File: config.mk
export PLATFORM = sky130hd
export DESIGN_NAME = sdpram_rowop_seq
export DESIGN_NICKNAME = d
export VERILOG_FILES = /design/src/rtl/sdpram_rowop_seq.sv
export SDC_FILE = /design/constraint.sdc
export NUM_CORES = 1
export LEC_CHECK = 0
export CAP_MARGIN = 20
export CORE_AREA = 3 3 714 716
export DETAILED_ROUTE_END_ITERATION = 12
export DIE_AREA = 0 0 717 719
export PLACE_DENSITY = 0.3
export SLEW_MARGIN = 15
export SYNTH_ARGS = -nofsm -noshare
export SYNTH_HDL_FRONTEND = slang
export SYNTH_SLANG_ARGS = --single-unit
File: constraint.sdc
create_clock -name clk -period 1.9 [get_ports clk]
set_input_delay 0.19 -clock clk [delete_from_list [all_inputs] [get_ports clk]]
set_output_delay 0.19 -clock clk [all_outputs]
set_load 0.05 [all_outputs]
File: src/rtl/sdpram_rowop_seq.sv
// Row-operation sequencer: streams row pairs from the dual-port matrix RAM to an external
// row ALU over valid/ready and writes each result row back through RAM port A.
module sdpram_rowop_seq #(
    parameter int unsigned DATA_W = 256,
    parameter int unsigned ADDR_W = 5,
    parameter int unsigned DEPTH  = 16
) (
    input  logic              clk,
    input  logic              rst_n,
    input  logic              start,
    input  logic [ADDR_W-1:0] src_a,
    input  logic [ADDR_W-1:0] src_b,
    input  logic [ADDR_W-1:0] dst,
    input  logic [4:0]        nrows,
    output logic              busy,
    output logic              done,
    output logic              err,
    output logic [ADDR_W-1:0] ram_addr_a,
    output logic              ram_wen_a,
    output logic [DATA_W-1:0] ram_d_a,
    input  logic [DATA_W-1:0] ram_q_a,
    output logic [ADDR_W-1:0] ram_addr_b,
    output logic              ram_wen_b,
    output logic [DATA_W-1:0] ram_d_b,
    input  logic [DATA_W-1:0] ram_q_b,
    output logic              op_valid,
    output logic [DATA_W-1:0] op_a,
    output logic [DATA_W-1:0] op_b,
    input  logic              op_ready,
    input  logic              res_valid,
    input  logic [DATA_W-1:0] res_data,
    output logic              res_ready
);

    typedef enum logic [2:0] {
        StIdle, StRead, StWait, StIssue, StResult, StWrite, StDone
    } state_e;

    state_e            state_q, state_d;
    logic [ADDR_W-1:0] src_a_q, src_b_q, dst_q;
    logic [4:0]        nrows_q, idx_q;
    logic [DATA_W-1:0] op_a_q, op_b_q, res_q;
    logic              err_q;
    logic [ADDR_W:0]   end_a, end_b, end_d;
    logic              legal, last_row, accept;

    // Last touched row computed one bit wider so an overrun cannot wrap back into range.
    assign end_a = (ADDR_W+1)'(src_a) + (ADDR_W+1)'(nrows) - (ADDR_W+1)'(1);
    assign end_b = (ADDR_W+1)'(src_b) + (ADDR_W+1)'(nrows) - (ADDR_W+1)'(1);
    assign end_d = (ADDR_W+1)'(dst) + (ADDR_W+1)'(nrows) - (ADDR_W+1)'(1);

    assign legal = (nrows != 5'd0) && (32'(nrows) <= DEPTH)
                   && (end_a <= (ADDR_W+1)'(DEPTH - 1))
                   && (end_b <= (ADDR_W+1)'(DEPTH - 1))
                   && (end_d <= (ADDR_W+1)'(DEPTH - 1));

    assign accept   = (state_q == StIdle) && start && legal;
    assign last_row = (idx_q == nrows_q - 5'd1);

    always_comb begin
        state_d = state_q;
        unique case (state_q)
            StIdle:   if (accept) state_d = StRead;
            StRead:   state_d = StWait;
            StWait:   state_d = StIssue;
            StIssue:  if (op_ready) state_d = StResult;
            StResult: if (res_valid) state_d = StWrite;
            StWrite:  state_d = last_row ? StDone : StRead;
            StDone:   state_d = StIdle;
            default:  state_d = StIdle;
        endcase
    end

    always_ff @(posedge clk or negedge rst_n) begin
        if (!rst_n) begin
            state_q <= StIdle;
            src_a_q <= '0;
            src_b_q <= '0;
            dst_q   <= '0;
            nrows_q <= '0;
            idx_q   <= '0;
            op_a_q  <= '0;
            op_b_q  <= '0;
            res_q   <= '0;
            err_q   <= 1'b0;
        end else begin
            state_q <= state_d;
            err_q   <= (state_q == StIdle) && start && !legal;
            if (accept) begin
                src_a_q <= src_a;
                src_b_q <= src_b;
                dst_q   <= dst;
                nrows_q <= nrows;
                idx_q   <= '0;
            end
            if (state_q == StWait) begin
                op_a_q <= ram_q_a;
                op_b_q <= ram_q_b;
            end
            if (state_q == StResult && res_valid) res_q <= res_data;
            if (state_q == StWrite && !last_row) idx_q <= idx_q + 5'd1;
        end
    end

    always_comb begin
        busy       = (state_q != StIdle);
        done       = (state_q == StDone);
        err        = err_q;
        op_valid   = (state_q == StIssue);
        res_ready  = (state_q == StResult);
        ram_wen_a  = (state_q == StWrite);
        ram_d_a    = '0;
        ram_addr_a = '0;
        ram_addr_b = '0;
        ram_wen_b  = 1'b0;
        ram_d_b    = '0;
        op_a       = op_a_q;
        op_b       = op_b_q;
        if (state_q == StRead) begin
            ram_addr_a = src_a_q + ADDR_W'(idx_q);
            ram_addr_b = src_b_q + ADDR_W'(idx_q);
        end
        if (state_q == StWrite) begin
            ram_addr_a = dst_q + ADDR_W'(idx_q);
            ram_d_a    = res_q;
        end
    end

endmodule

# After elaboration in Yosys (flattened, before gate mapping)
# Cells that the tools add are included.
classes:
  reduce_logical: 16
  muxes: 11
  addsub: 11
  magnitude_cmp: 4
  eq_ne: 10
op_table:
  columns: ["operator", "n"]
  rows:
  - ["$mux 256", 1]
  - ["$mux 5", 5]
  - ["$add 5x5->6", 3]
  - ["$le 6x4->1 const B", 3]
  - ["$pmux 3 s6", 1]
  - ["$sub 6x1->6 const B", 3]
  - ["$add 5x5->5", 3]
  - ["$mux 3", 4]
  - ["$eq 3x3->1 const B", 3]
  - ["$logic_and 1x1->1", 9]
  - ["$eq 3x2->1 const B", 2]
  - ["$add 5x1->5 const B", 1]
  - ["$eq 5x5->1", 1]
  - ["$le 5x5->1 const B", 1]
  - ["$reduce_bool 5->1", 1]
  - ["$sub 5x1->5 const B", 1]
  - ["$ne 2x2->1 const B", 2]
  - ["$eq 3x1->1 const B", 1]
  - ["$logic_not 3->1", 1]
  - ["$reduce_and 3->1", 1]
  - ["$reduce_bool 3->1", 1]
  - ["$logic_not 1->1", 2]
  - ["$ne 2x1->1 const B", 1]
  - ["$reduce_bool 2->1", 1]
word_totals:
  out_inout_bits: 1041
  word_cells: 62
  ff_bits: 797
  in_bits: 793

# Depth between registers and ports, before layout
# Gate-level depths: netlist of the first run.
depth:
  depth_word: 9
  depth_mapped: 13

# Worst setup path after synthesis of the first run
# Ideal clock, no wire load.
synth_path:
  kind: "in2reg"
  start: "in nrows[1]"
  end: "reg dst_q[0]"
  required_ps: 1773
  n_path_buf: 1
  cell_stages: 13
  t_arrival_ps: 2518
  slack_ps: -746
  cell_sequence: "inv_1 > ha_1 > inv_1 > ha_1 > inv_1 > fa_1 > nand3b_1 > and3_1 > nor4_4 > nand4_4 > nor2_8 > buf_6 > mux2_1"
synth_via:
  elab_chain_cells: 7
  word_cells_on_any_way: 16
  cone_classes: "add/sub: 6; order compare: 4; reduce/logical: 6"
synth_lines:
  columns: ["element", "line", "source"]
  rows:
  - ["from (decl)", "14", "input logic [4:0] nrows,"]
  - ["$add 5x5->6", "48", "assign end_a = (ADDR_W+1)'(src_a) + (ADDR_W+1)'(nrows) - (ADDR_W+1)'(1);"]
  - ["$sub 6x1->6", "48", null]
  - ["$le 6x4->1", "53", "&& (end_a <= (ADDR_W+1)'(DEPTH - 1))"]
  - ["$logic_and 1x1->1", "53", null]
  - ["$logic_and 1x1->1", "54", "&& (end_b <= (ADDR_W+1)'(DEPTH - 1))"]
  - ["$logic_and 1x1->1 (*)", "55", "&& (end_d <= (ADDR_W+1)'(DEPTH - 1));"]
  - ["$logic_and 1x1->1 (*)", "57", "assign accept = (state_q == StIdle) && start && legal;"]
  - ["to (signal assigned)", "92", "dst_q <= dst;"]
  - ["to (decl)", "40", "logic [ADDR_W-1:0] src_a_q, src_b_q, dst_q;"]
# Mark *: on every way between the ends. The rest lies on a longest branch, timed or not.
# A chain may end at the register's enable or synchronous reset.

# Final worst setup path of the first run
layout_path:
  start: "reg idx_q[0]"
  end: "out ram_addr_a[4]"
layout_via:
  elab_chain_cells: 3
  word_cells_on_any_way: 4
  cone_classes: "add/sub: 2; mux: 2"
layout_lines:
  columns: ["element", "line", "source"]
  rows:
  - ["from (decl)", "41", "logic [4:0] nrows_q, idx_q;"]
  - ["from (signal assigned)", "101", "if (state_q == StWrite && !last_row) idx_q <= idx_q + 5'd1;"]
  - ["$add 5x5->5", "120", "ram_addr_a = src_a_q + ADDR_W'(idx_q);"]
  - ["$mux 5", "119", "if (state_q == StRead) begin"]
  - ["$mux 5 (*)", "123", "if (state_q == StWrite) begin"]
  - ["to (decl)", "18", "output logic [ADDR_W-1:0] ram_addr_a,"]
# Marked as above.

==> results of run 1 <==
## layout make-up
class	count	area share (%)
well taps	6706	10.64
inverters	57	0.3173
clock inverters	47	0.7077
clock buffers	165	4.224
diodes	104	0.3300
flip-flops and latches	797	25.30
multi-input cells	1474	19.48
repair buffers	2684	39.00
## critical path, delay by kind of cell, from the launching register on
kind / cells / cell delay [ps]
AO/OA/AOI/OAI: 3 / 420
XOR/XNOR: 1 / 150
adder cells (fa/ha/maj): 2 / 530
buffers and inverters: 3 / 270
flip-flops: 1 / 490
## logic make-up after synthesis
logic type / Yosys count / synth area share [%]
buffers and inverters: 431 / 7.804
xor gates and xnor gates: 20 / 0.5063
adders and majority gates: 47 / 1.830
AOI/OAI and AO/OA: 46 / 0.8426
DFF: 797 / 57.64
and+or+nand+nor: 316 / 5.728
other: 1 / 0.01084
muxes: 788 / 25.64
## per-layer routing
layer  GRT usage [%]  part of all wire [%]  vias to the layer above
met3           4.778                   8.3                      751
met2           22.90                    49                     1718
li1                -                     -                    13380
met5               0                  0.13                        -
met4           3.429                   3.8                       68
met1           14.94                    39                    16100
## cells in the final DEF, fill, tap and decap left out, types with 7 or more instances in the layout
master,count
inv_2,20
clkbuf_1,28
dfrtp_1,790
clkinv_2,24
buf_8,29
clkbuf_16,146
clkdlybuf4s50_1,776
buf_16,60
ha_1,20
and2_4,258
clkdlybuf4s15_2,84
dlygate4sd3_1,715
diode_2,104
dlygate4sd2_1,11
a21oi_2,8
mux2_1,455
buf_2,90
a21oi_1,10
conb_1,257
bufinv_16,9
mux2_4,330
and3_4,7
nand2_1,9
buf_4,474
clkbuf_8,18
inv_1,32
ha_4,19
xnor2_1,9
nand3_1,8
buf_12,363
dfrtp_2,7
buf_6,47
## report_power, final
group,internal (mW),switching (mW)
Sequential,25.6,5.95
Combinational,28.7,45.6
Clock,13.4,9.56
## state kept, by name (all words and copies together) (netlist names)
signal and cells:
dst_q 5, err 1, idx_q 5, nrows_q 5, op_a 256, op_b 256, res_q 256, src_a_q 5
src_b_q 5, state_q 3
## per-stage QoR
stage                     cell area (um2)  hold WS [ps]  setup WS [ps]
after global routing                78710         21.28          -1158
final                               78850         68.68          -1029
after global placement              61880         164.9          -1477
after detailed placement            61880         163.4          -1449
after CTS                           76820       0.05063          -1152
after floorplan                     36050        -105.6         -592.4
## timing repair
item,CTS,global route
gates cloned,54,30
setup buffers,106,51
pin swaps,150,23
endpoints found under the setup margin,1019,1070
hold endpoints to repair,1302,0
resized for setup,1329,347
hold buffers,715,0
## worst max path at each step
| stage | from | endpoint | slack, ps | depth (start not counted) |
|---|---|---|---|---|
| 2_1_floorplan | nrows[1] | dst_q[0]$_DFFE_PN0P_ | -590 | 13 |
| 3_3_place_gp | nrows[1] | src_b_q[4]$_DFFE_PN0P_ | -1480 | 15 |
| 3_5_place_dp | nrows[1] | nrows_q[4]$_DFFE_PN0P_ | -1450 | 15 |
| 4_1_cts | idx_q[0]$_DFFE_PN0P_ | ram_addr_b[4] | -1150 | 7 |
| 5_1_grt | idx_q[0]$_DFFE_PN0P_ | ram_addr_a[4] | -1160 | 9 |
| 6_report | idx_q[0]$_DFFE_PN0P_ | ram_addr_a[4] | -1030 | 9 |
==> impl_metrics.prom, run 1 <==
# TYPE chip_impl_metric gauge
chip_impl_metric{name="synth_enable_flop_cells",unit=""} 0
chip_impl_metric{name="gp_routability_congestion",unit=""} 0.8764
chip_impl_metric{name="max-slew-margin-rel",unit="%"} 64.70
chip_impl_metric{name="timing.reg2reg.worst_path_depth",unit=""} 13
chip_impl_metric{name="utilization_of_the_core_after_routing",unit="%"} 15.63
chip_impl_info{name="critical_path.startpoint_type",value="register"} 1
chip_impl_metric{name="port_buffers",unit=""} 1576
chip_impl_metric{name="min_path_cells",unit=""} 2
chip_impl_metric{name="timing_hold_violations_final",unit=""} 0
chip_impl_metric{name="htree_num_levels",unit=""} 3
chip_impl_metric{name="yosysWarnings",unit=""} 0
chip_impl_metric{name="drt-initial-drc-count",unit=""} 1291
chip_impl_metric{name="grt_pass1_vias",unit=""} 33900
chip_impl_metric{name="final_critical_path_setup_slack",unit="ps"} -1029
chip_impl_info{name="timing_worst_setup_path_type",value="reg2out"} 1
chip_impl_metric{name="final.setup.tns",unit="ps"} -513580
chip_impl_metric{name="layout-drive-gt1-share",unit="%"} 39.45
chip_impl_metric{name="worst-path-max-fanout",unit=""} 4
chip_impl_metric{name="number_of_antenna_violations_at_the_first_check_in_global_routing",unit=""} 387
chip_impl_metric{name="areaGrowthSynthToFinish",unit="%"} 127.9
chip_impl_metric{name="worstMarginPinSlew",unit="ps"} 529.5
chip_impl_metric{name="place.detailed.hpwl",unit="um"} 298700
chip_impl_metric{name="cts_inserted_buffers",unit=""} 119
chip_impl_metric{name="grt_remaining_overflow",unit=""} 0
chip_impl_metric{name="async_reset_ff_share",unit="%"} 100.0
chip_impl_metric{name="clock.fmax",unit="MHz"} 341.5
chip_impl_metric{name="avgViaCountPerCell",unit=""} 2.660
chip_impl_info{name="reg2reg_from",value="state_q[0]$_DFFE_PN0P_"} 1
chip_impl_metric{name="yosysUniqueCellTypes",unit=""} 45
chip_impl_info{name="yosys_most_used_dff",value="dfrtp_1"} 1
chip_impl_metric{name="largest_net_degree_at_the_start_of_global_routing",unit=""} 58
chip_impl_metric{name="std_cell_rows",unit=""} 261
chip_impl_info{name="cts_root_buffer",value="clkbuf_16"} 1
chip_impl_metric{name="floorplan.io_pins",unit=""} 1834
chip_impl_metric{name="critical_path_arrival",unit="ps"} 2740
chip_impl_info{name="worst_hold_path_type",value="in2reg"} 1
chip_impl_metric{name="fill_cells",unit=""} 55940
chip_impl_info{name="critical_path.slowest_cell",value="dfrtp_2"} 1
chip_impl_metric{name="detail_route.wirelength",unit="um"} 354800
chip_impl_metric{name="timing.critical_path.required",unit="ps"} 1710
chip_impl_info{name="regToRegEndpoint",value="op_b[228]$_DFFE_PN0P_"} 1
chip_impl_metric{name="die_w",unit="um"} 717
chip_impl_metric{name="route.detailed.drc",unit=""} 0
chip_impl_info{name="synth.top_cells.by_area",value="dfrtp_1 58%, mux2_1 26%, buf_4 5.6%"} 1
chip_impl_metric{name="clkLatencyLatePin",unit="ps"} 870
chip_impl_metric{name="p_per_cell_area",unit="mW/mm2"} 1633
chip_impl_metric{name="drtPass1Iterations",unit=""} 7
chip_impl_metric{name="grt_use_total",unit="%"} 13.10
chip_impl_metric{name="setup_viol_count_final",unit=""} 1067
chip_impl_metric{name="grt_pass1_wl",unit="um"} 429700
chip_impl_info{name="synth_most_common_cell",value="dfrtp_1"} 1
chip_impl_metric{name="area_of_the_mapped_netlist",unit="mm2"} 0.03460
chip_impl_metric{name="core_area",unit="mm2"} 0.5045
chip_impl_info{name="rsz0062_at_grt",value="true"} 1
chip_impl_metric{name="p_total",unit="mW"} 128.7
chip_impl_info{name="post-synth-top-area-cell",value="dfrtp_1"} 1
chip_impl_metric{name="starting_density_of_the_core",unit="%"} 6.858
chip_impl_metric{name="final_nets",unit=""} 5973
chip_impl_metric{name="critical-path-max-stage-delay",unit="ps"} 490
chip_impl_metric{name="fin_crit_sh",unit="%"} 154.1
chip_impl_metric{name="dieHeight",unit="um"} 719
chip_impl_metric{name="drt-wirelength-per-cell",unit="um"} 29.48
chip_impl_metric{name="final_max_slew_viol_count",unit=""} 0
chip_impl_metric{name="die-area",unit="mm2"} 0.5155
chip_impl_metric{name="regToRegSetupSlack",unit="ps"} -660
chip_impl_metric{name="period_needed",unit="ps"} 2929
chip_impl_metric{name="numPlacedInstances",unit=""} 10820
chip_impl_metric{name="clock_sink_count",unit=""} 797
chip_impl_metric{name="postRouteAntennaNets",unit=""} 0
chip_impl_info{name="timing.critical_path.cells",value="ha_4 -> inv_2 -> fa_2 -> inv_1 -> a21o_1 -> a21oi_2 -> xnor2_2 -> o22ai_4 -> buf_12"} 1
chip_impl_info{name="synth.top_cells.by_count",value="797 x dfrtp_1, 785 x mux2_1, 259 x and2_1"} 1
chip_impl_metric{name="fin_worst_skew",unit="ps"} 79.43
chip_impl_metric{name="clock_transition_at_the_register_clock_pins_on_the_worst_setup_and_hold_paths_after_cts",unit="ps"} 60
chip_impl_metric{name="area_share_of_the_largest_cell_type_after_synthesis",unit="%"} 57.64
chip_impl_info{name="min-delay-start",value="ram_q_b[82]"} 1
chip_impl_metric{name="postSynthRegisterBits",unit=""} 797
chip_impl_metric{name="synth.avg_cell_area",unit="um2"} 14.15
chip_impl_info{name="critical_path_end_type",value="output port"} 1
chip_impl_metric{name="netlist_instances",unit=""} 2446
chip_impl_metric{name="cts_buffer_depth",unit=""} 4
chip_impl_metric{name="multiInputGateArea",unit="mm2"} 0.01536
chip_impl_metric{name="ir_worst_vdd",unit="uV"} 1160
chip_impl_info{name="run_status",value="finished, violations left"} 1
chip_impl_metric{name="synth-seq-area-share",unit="%"} 57.64
chip_impl_metric{name="area.sequential",unit="mm2"} 0.01995
chip_impl_metric{name="dr_total_vias",unit=""} 32010
chip_impl_metric{name="finalNonFillerCells",unit=""} 12030
chip_impl_info{name="cts_tree",value="yes"} 1
chip_impl_info{name="worstHoldEndpoint",value="op_b[82]$_DFFE_PN0P_"} 1
chip_impl_metric{name="timing.max_cap.violations",unit=""} 0
chip_impl_info{name="violations_in_the_final_reports",value="negative setup slack"} 1
chip_impl_metric{name="p_leak",unit="nW"} 32.30
Note: power is estimated with default switching activity, not from simulation.
==> run 2: changes to the inputs <==
--- a/config.mk
+++ b/config.mk
@@ -5,6 +5,7 @@
 export SDC_FILE = /design/constraint.sdc
 export NUM_CORES = 1
 export LEC_CHECK = 0
+export ABC_AREA = 0
 export CAP_MARGIN = 20
 export CORE_AREA = 3 3 714 716
 export DETAILED_ROUTE_END_ITERATION = 12
==> results of run 2 <==
Final layout, timing and power as in run 1 (identical DEF).
==> run 3: changes to the inputs <==
--- a/config.mk
+++ b/config.mk
@@ -5,11 +5,12 @@
 export SDC_FILE = /design/constraint.sdc
 export NUM_CORES = 1
 export LEC_CHECK = 0
-export ABC_AREA = 0
+export ABC_AREA = 1
 export CAP_MARGIN = 20
-export CORE_AREA = 3 3 714 716
+export CORE_AREA = 3 3 718 720
+export CTS_CLUSTER_DIAMETER = 50
 export DETAILED_ROUTE_END_ITERATION = 12
-export DIE_AREA = 0 0 717 719
+export DIE_AREA = 0 0 721 723
 export PLACE_DENSITY = 0.3
 export SLEW_MARGIN = 15
 export SYNTH_ARGS = -nofsm -noshare
==> run 3 against run 2 <==
The flow still finishes with violations (negative setup slack). Register-to-register slack improved by 340 ps. Die area rose by 1.1%. First-iteration DRC count rose by 0.70%. Synthesized cell count rose by 26%.
==> impl_metrics.prom, run 3 <==
# TYPE chip_impl_metric gauge
chip_impl_metric{name="final_nets",unit=""} 6535
chip_impl_info{name="synth.top_cells.by_area",value="dfrtp_1 57%, mux2_2 16%, buf_4 5.6%"} 1
chip_impl_metric{name="area_share_of_the_largest_cell_type_after_synthesis",unit="%"} 57.01
chip_impl_metric{name="clkLatencyLatePin",unit="ps"} 840
chip_impl_metric{name="p_leak",unit="nW"} 32.29
chip_impl_metric{name="final.setup.tns",unit="ps"} -361440
chip_impl_info{name="critical_path.slowest_cell",value="dfrtp_2"} 1
chip_impl_metric{name="cts_inserted_buffers",unit=""} 181
chip_impl_metric{name="p_per_cell_area",unit="mW/mm2"} 1713
chip_impl_metric{name="gp_routability_congestion",unit=""} 0.9015
chip_impl_metric{name="die-area",unit="mm2"} 0.5213
chip_impl_info{name="violations_in_the_final_reports",value="negative setup slack"} 1
chip_impl_info{name="critical_path.startpoint",value="idx_q[0]$_DFFE_PN0P_"} 1
chip_impl_info{name="critical_path.startpoint_type",value="register"} 1
chip_impl_metric{name="grt_pass1_vias",unit=""} 36080
chip_impl_metric{name="drt-initial-drc-count",unit=""} 1300
chip_impl_metric{name="postSynthRegisterBits",unit=""} 797
chip_impl_metric{name="ir_worst_vdd",unit="uV"} 697.8
chip_impl_metric{name="area_of_the_mapped_netlist",unit="mm2"} 0.03498
chip_impl_info{name="cpMostUsedCell",value="nor2_1"} 1
chip_impl_metric{name="port_buffers",unit=""} 1576
chip_impl_info{name="timing_worst_setup_path_type",value="reg2out"} 1
chip_impl_metric{name="timing.reg2reg.worst_path_depth",unit=""} 13
chip_impl_metric{name="postRouteAntennaNets",unit=""} 0
chip_impl_info{name="synth_most_common_cell",value="dfrtp_1"} 1
chip_impl_metric{name="clock_transition_at_the_register_clock_pins_on_the_worst_setup_and_hold_paths_after_cts",unit="ps"} 40
chip_impl_metric{name="cts_buffer_depth",unit=""} 4
chip_impl_metric{name="die_w",unit="um"} 721
chip_impl_metric{name="final_max_slew_viol_count",unit=""} 0
chip_impl_metric{name="areaGrowthSynthToFinish",unit="%"} 124.7
chip_impl_metric{name="yosysUniqueCellTypes",unit=""} 34
chip_impl_metric{name="route.detailed.drc",unit=""} 0
chip_impl_info{name="synth.top_cells.by_count",value="797 x dfrtp_1, 512 x mux2_2, 338 x inv_1"} 1
chip_impl_metric{name="max-slew-margin-rel",unit="%"} 59.37
chip_impl_metric{name="critical-path-max-stage-delay",unit="ps"} 470
chip_impl_metric{name="fin_crit_sh",unit="%"} 154.1
chip_impl_info{name="timing.critical_path.cells",value="buf_6 -> ha_4 -> fa_2 -> a21oi_2 -> nor2_1 -> nor2_1 -> xor2_1 -> nor2_4 -> buf_12"} 1
chip_impl_metric{name="utilization_of_the_core_after_routing",unit="%"} 15.44
chip_impl_info{name="layout_common_cells",value="792 x dfrtp_1, 791 x clkdlybuf4s50_1, 671 x dlygate4sd3_1, 512 x mux2_2, 507 x buf_4"} 1
chip_impl_metric{name="timing.max_cap.violations",unit=""} 0
chip_impl_info{name="path_delay_family",value="adder cells"} 1
chip_impl_metric{name="timing_hold_violations_final",unit=""} 0
chip_impl_metric{name="grt_use_total",unit="%"} 13.03
chip_impl_metric{name="htree_num_levels",unit=""} 4
chip_impl_metric{name="yosysWarnings",unit=""} 0
chip_impl_info{name="cts_root_buffer",value="clkbuf_16"} 1
chip_impl_info{name="regToRegEndpoint",value="res_q[75]$_DFFE_PN0P_"} 1
chip_impl_metric{name="fin_worst_skew",unit="ps"} 70.53
chip_impl_metric{name="dieHeight",unit="um"} 723
chip_impl_metric{name="core_area",unit="mm2"} 0.5091
chip_impl_info{name="crit_path_end",value="ram_addr_b[4]"} 1
chip_impl_info{name="post-synth-top-area-cell",value="dfrtp_1"} 1
chip_impl_metric{name="synth.avg_cell_area",unit="um2"} 11.39
chip_impl_info{name="critical_path_end_type",value="output port"} 1
chip_impl_metric{name="starting_density_of_the_core",unit="%"} 6.872
chip_impl_metric{name="clock_sink_count",unit=""} 797
chip_impl_metric{name="floorplan.io_pins",unit=""} 1834
chip_impl_metric{name="timing.critical_path.required",unit="ps"} 1710
chip_impl_metric{name="final_critical_path_setup_slack",unit="ps"} -1029
chip_impl_metric{name="regToRegSetupSlack",unit="ps"} -320
chip_impl_info{name="yosys_most_used_dff",value="dfrtp_1"} 1
chip_impl_metric{name="synth-seq-area-share",unit="%"} 57.01
chip_impl_info{name="run_status",value="finished, violations left"} 1
chip_impl_metric{name="critical_path_arrival",unit="ps"} 2740
chip_impl_metric{name="detail_route.wirelength",unit="um"} 353900
chip_impl_metric{name="clock.fmax",unit="MHz"} 341.5
chip_impl_metric{name="drtPass1Iterations",unit=""} 4
chip_impl_metric{name="place.detailed.hpwl",unit="um"} 309100
chip_impl_info{name="rsz0062_at_grt",value="true"} 1
chip_impl_metric{name="std_cell_rows",unit=""} 262
chip_impl_metric{name="worstMarginPinSlew",unit="ps"} 609.5
chip_impl_metric{name="netlist_instances",unit=""} 3072
chip_impl_metric{name="avgViaCountPerCell",unit=""} 2.689
chip_impl_metric{name="critical_path_depth",unit=""} 9
chip_impl_metric{name="grt_remaining_overflow",unit=""} 0
chip_impl_info{name="final_common_cell",value="dfrtp_1"} 1
chip_impl_metric{name="period_needed",unit="ps"} 2929
chip_impl_metric{name="grt_pass1_wl",unit="um"} 434000
chip_impl_info{name="reg2reg_from",value="state_q[1]$_DFFE_PN0P_"} 1
chip_impl_metric{name="drt-wirelength-per-cell",unit="um"} 28.00
chip_impl_info{name="cts_tree",value="yes"} 1
chip_impl_metric{name="crit_buf_inv",unit=""} 2
chip_impl_metric{name="setup_viol_count_final",unit=""} 1013
chip_impl_metric{name="async_reset_ff_share",unit="%"} 100.0
chip_impl_info{name="worst_hold_path_type",value="in2reg"} 1
chip_impl_metric{name="layout-drive-gt1-share",unit="%"} 38.48
chip_impl_metric{name="synth_enable_flop_cells",unit=""} 0
chip_impl_metric{name="largest_net_degree_at_the_start_of_global_routing",unit=""} 52
chip_impl_metric{name="number_of_antenna_violations_at_the_first_check_in_global_routing",unit=""} 350
chip_impl_metric{name="dr_total_vias",unit=""} 33990
chip_impl_metric{name="min_path_cells",unit=""} 3
chip_impl_metric{name="worst-path-max-fanout",unit=""} 4
## run 3: changes by cell type after synthesis, sizes merged, moves of 18 or more
cell,previous run,this run
and2,259,0
buf,341,394
clkbuf,33,9
inv,57,341
mux2,785,512
nand2,13,332
nand3,10,28
nor2,8,281
o21ai,6,287
## run 3: how the worst min path moves through the flow
stage / from / endpoint / slack [ps]
after detailed placement: rst_n / op_a[56]$_DFFE_PN0P_ / 80
final: res_data[13] / res_q[13]$_DFFE_PN0P_ / 80
after CTS: res_data[159] / res_q[159]$_DFFE_PN0P_ / 0.9
after global placement: rst_n / op_a[56]$_DFFE_PN0P_ / 80
after global routing: ram_q_a[183] / op_a[183]$_DFFE_PN0P_ / 10
after floorplan: rst_n / dst_q[0]$_DFFE_PN0P_ / -110
## run 3: layout make-up
| type | count | area, um2 |
|---|---|---|
| multi-input combinational | 1787 | 13850 |
| antenna | 72 | 180.2 |
| clock buffer | 208 | 4791 |
| timing repair buffer | 2586 | 28240 |
| sequential | 797 | 19950 |
| tap | 6732 | 8423 |
| clock inverter | 117 | 1827 |
| timing repair inverter | 1 | 30.03 |
| fill | 56910 | 430500 |
| inverter | 341 | 1319 |
## run 3: timing repair
| action | 4_1_cts | 5_1_grt |
|---|---|---|
| pin swaps | 43 | 68 |
| setup buffers | 47 | 41 |
| resized for setup | 666 | 393 |
| setup endpoints to repair | 960 | 1172 |
| gates cloned | 31 | 2 |
| endpoints found under the hold margin | 1450 | 0 |
| hold buffers | 671 | 0 |
## run 3: metal layers
layer | share of wire [%] | wire length (um) | GRT usage (%) | vias up
li1 | - | - | - | 14780
met1 | 37 | 131100 | 14.08 | 16630
met2 | 50 | 177500 | 23.47 | 1731
met3 | 9.9 | 35210 | 5.830 | 763
met4 | 2.7 | 9440 | 2.378 | 92
met5 | 0.17 | 613 | 0 | -
## run 3: cell families (layout without fill, tap and decap cells)
kind of cell | after synthesis | count (layout) | share of synthesized area [%]
flops | 797 | 797 | 57.01
buf+inv | 744 | 3253 | 12.68
simple gates | 653 | 653 | 7.300
compound gates | 308 | 308 | 4.460
fa+ha+maj | 47 | 47 | 1.810
mux | 512 | 512 | 16.48
xor+xnor | 10 | 10 | 0.2504
other cells | 1 | 329 | 0.01072
## run 3: where the power goes
| part | switching [mW] | internal, mW | total (mW) |
|---|---|---|---|
| clock | 11.5 | 23.4 | 34.9 |
| combinational | 47.2 | 22.1 | 69.3 |
| sequential | 4.72 | 25.7 | 30.4 |
| total | 63.4 | 71.2 | 135 |
## run 3: tightest hold or removal path: stages
cell and delay, ps:
clkdlybuf4s50_1 490, nand2_1 100, o21ai_0 70
## run 3: per-stage QoR
stage	power (mW)	setup slack, ps	std cells	instance area, um2	hold slack [ps]
CTS	139.1	-1252	12570	78780	0.8962
finish	134.7	-1029	12640	78610	77.50
floorplan	67.37	-455.8	3328	36250	-105.6
detailed placement	97.64	-1024	11510	61810	77.99
global route	141.5	-1225	12600	78520	11.17
global placement	97.39	-1062	11510	61810	80.20
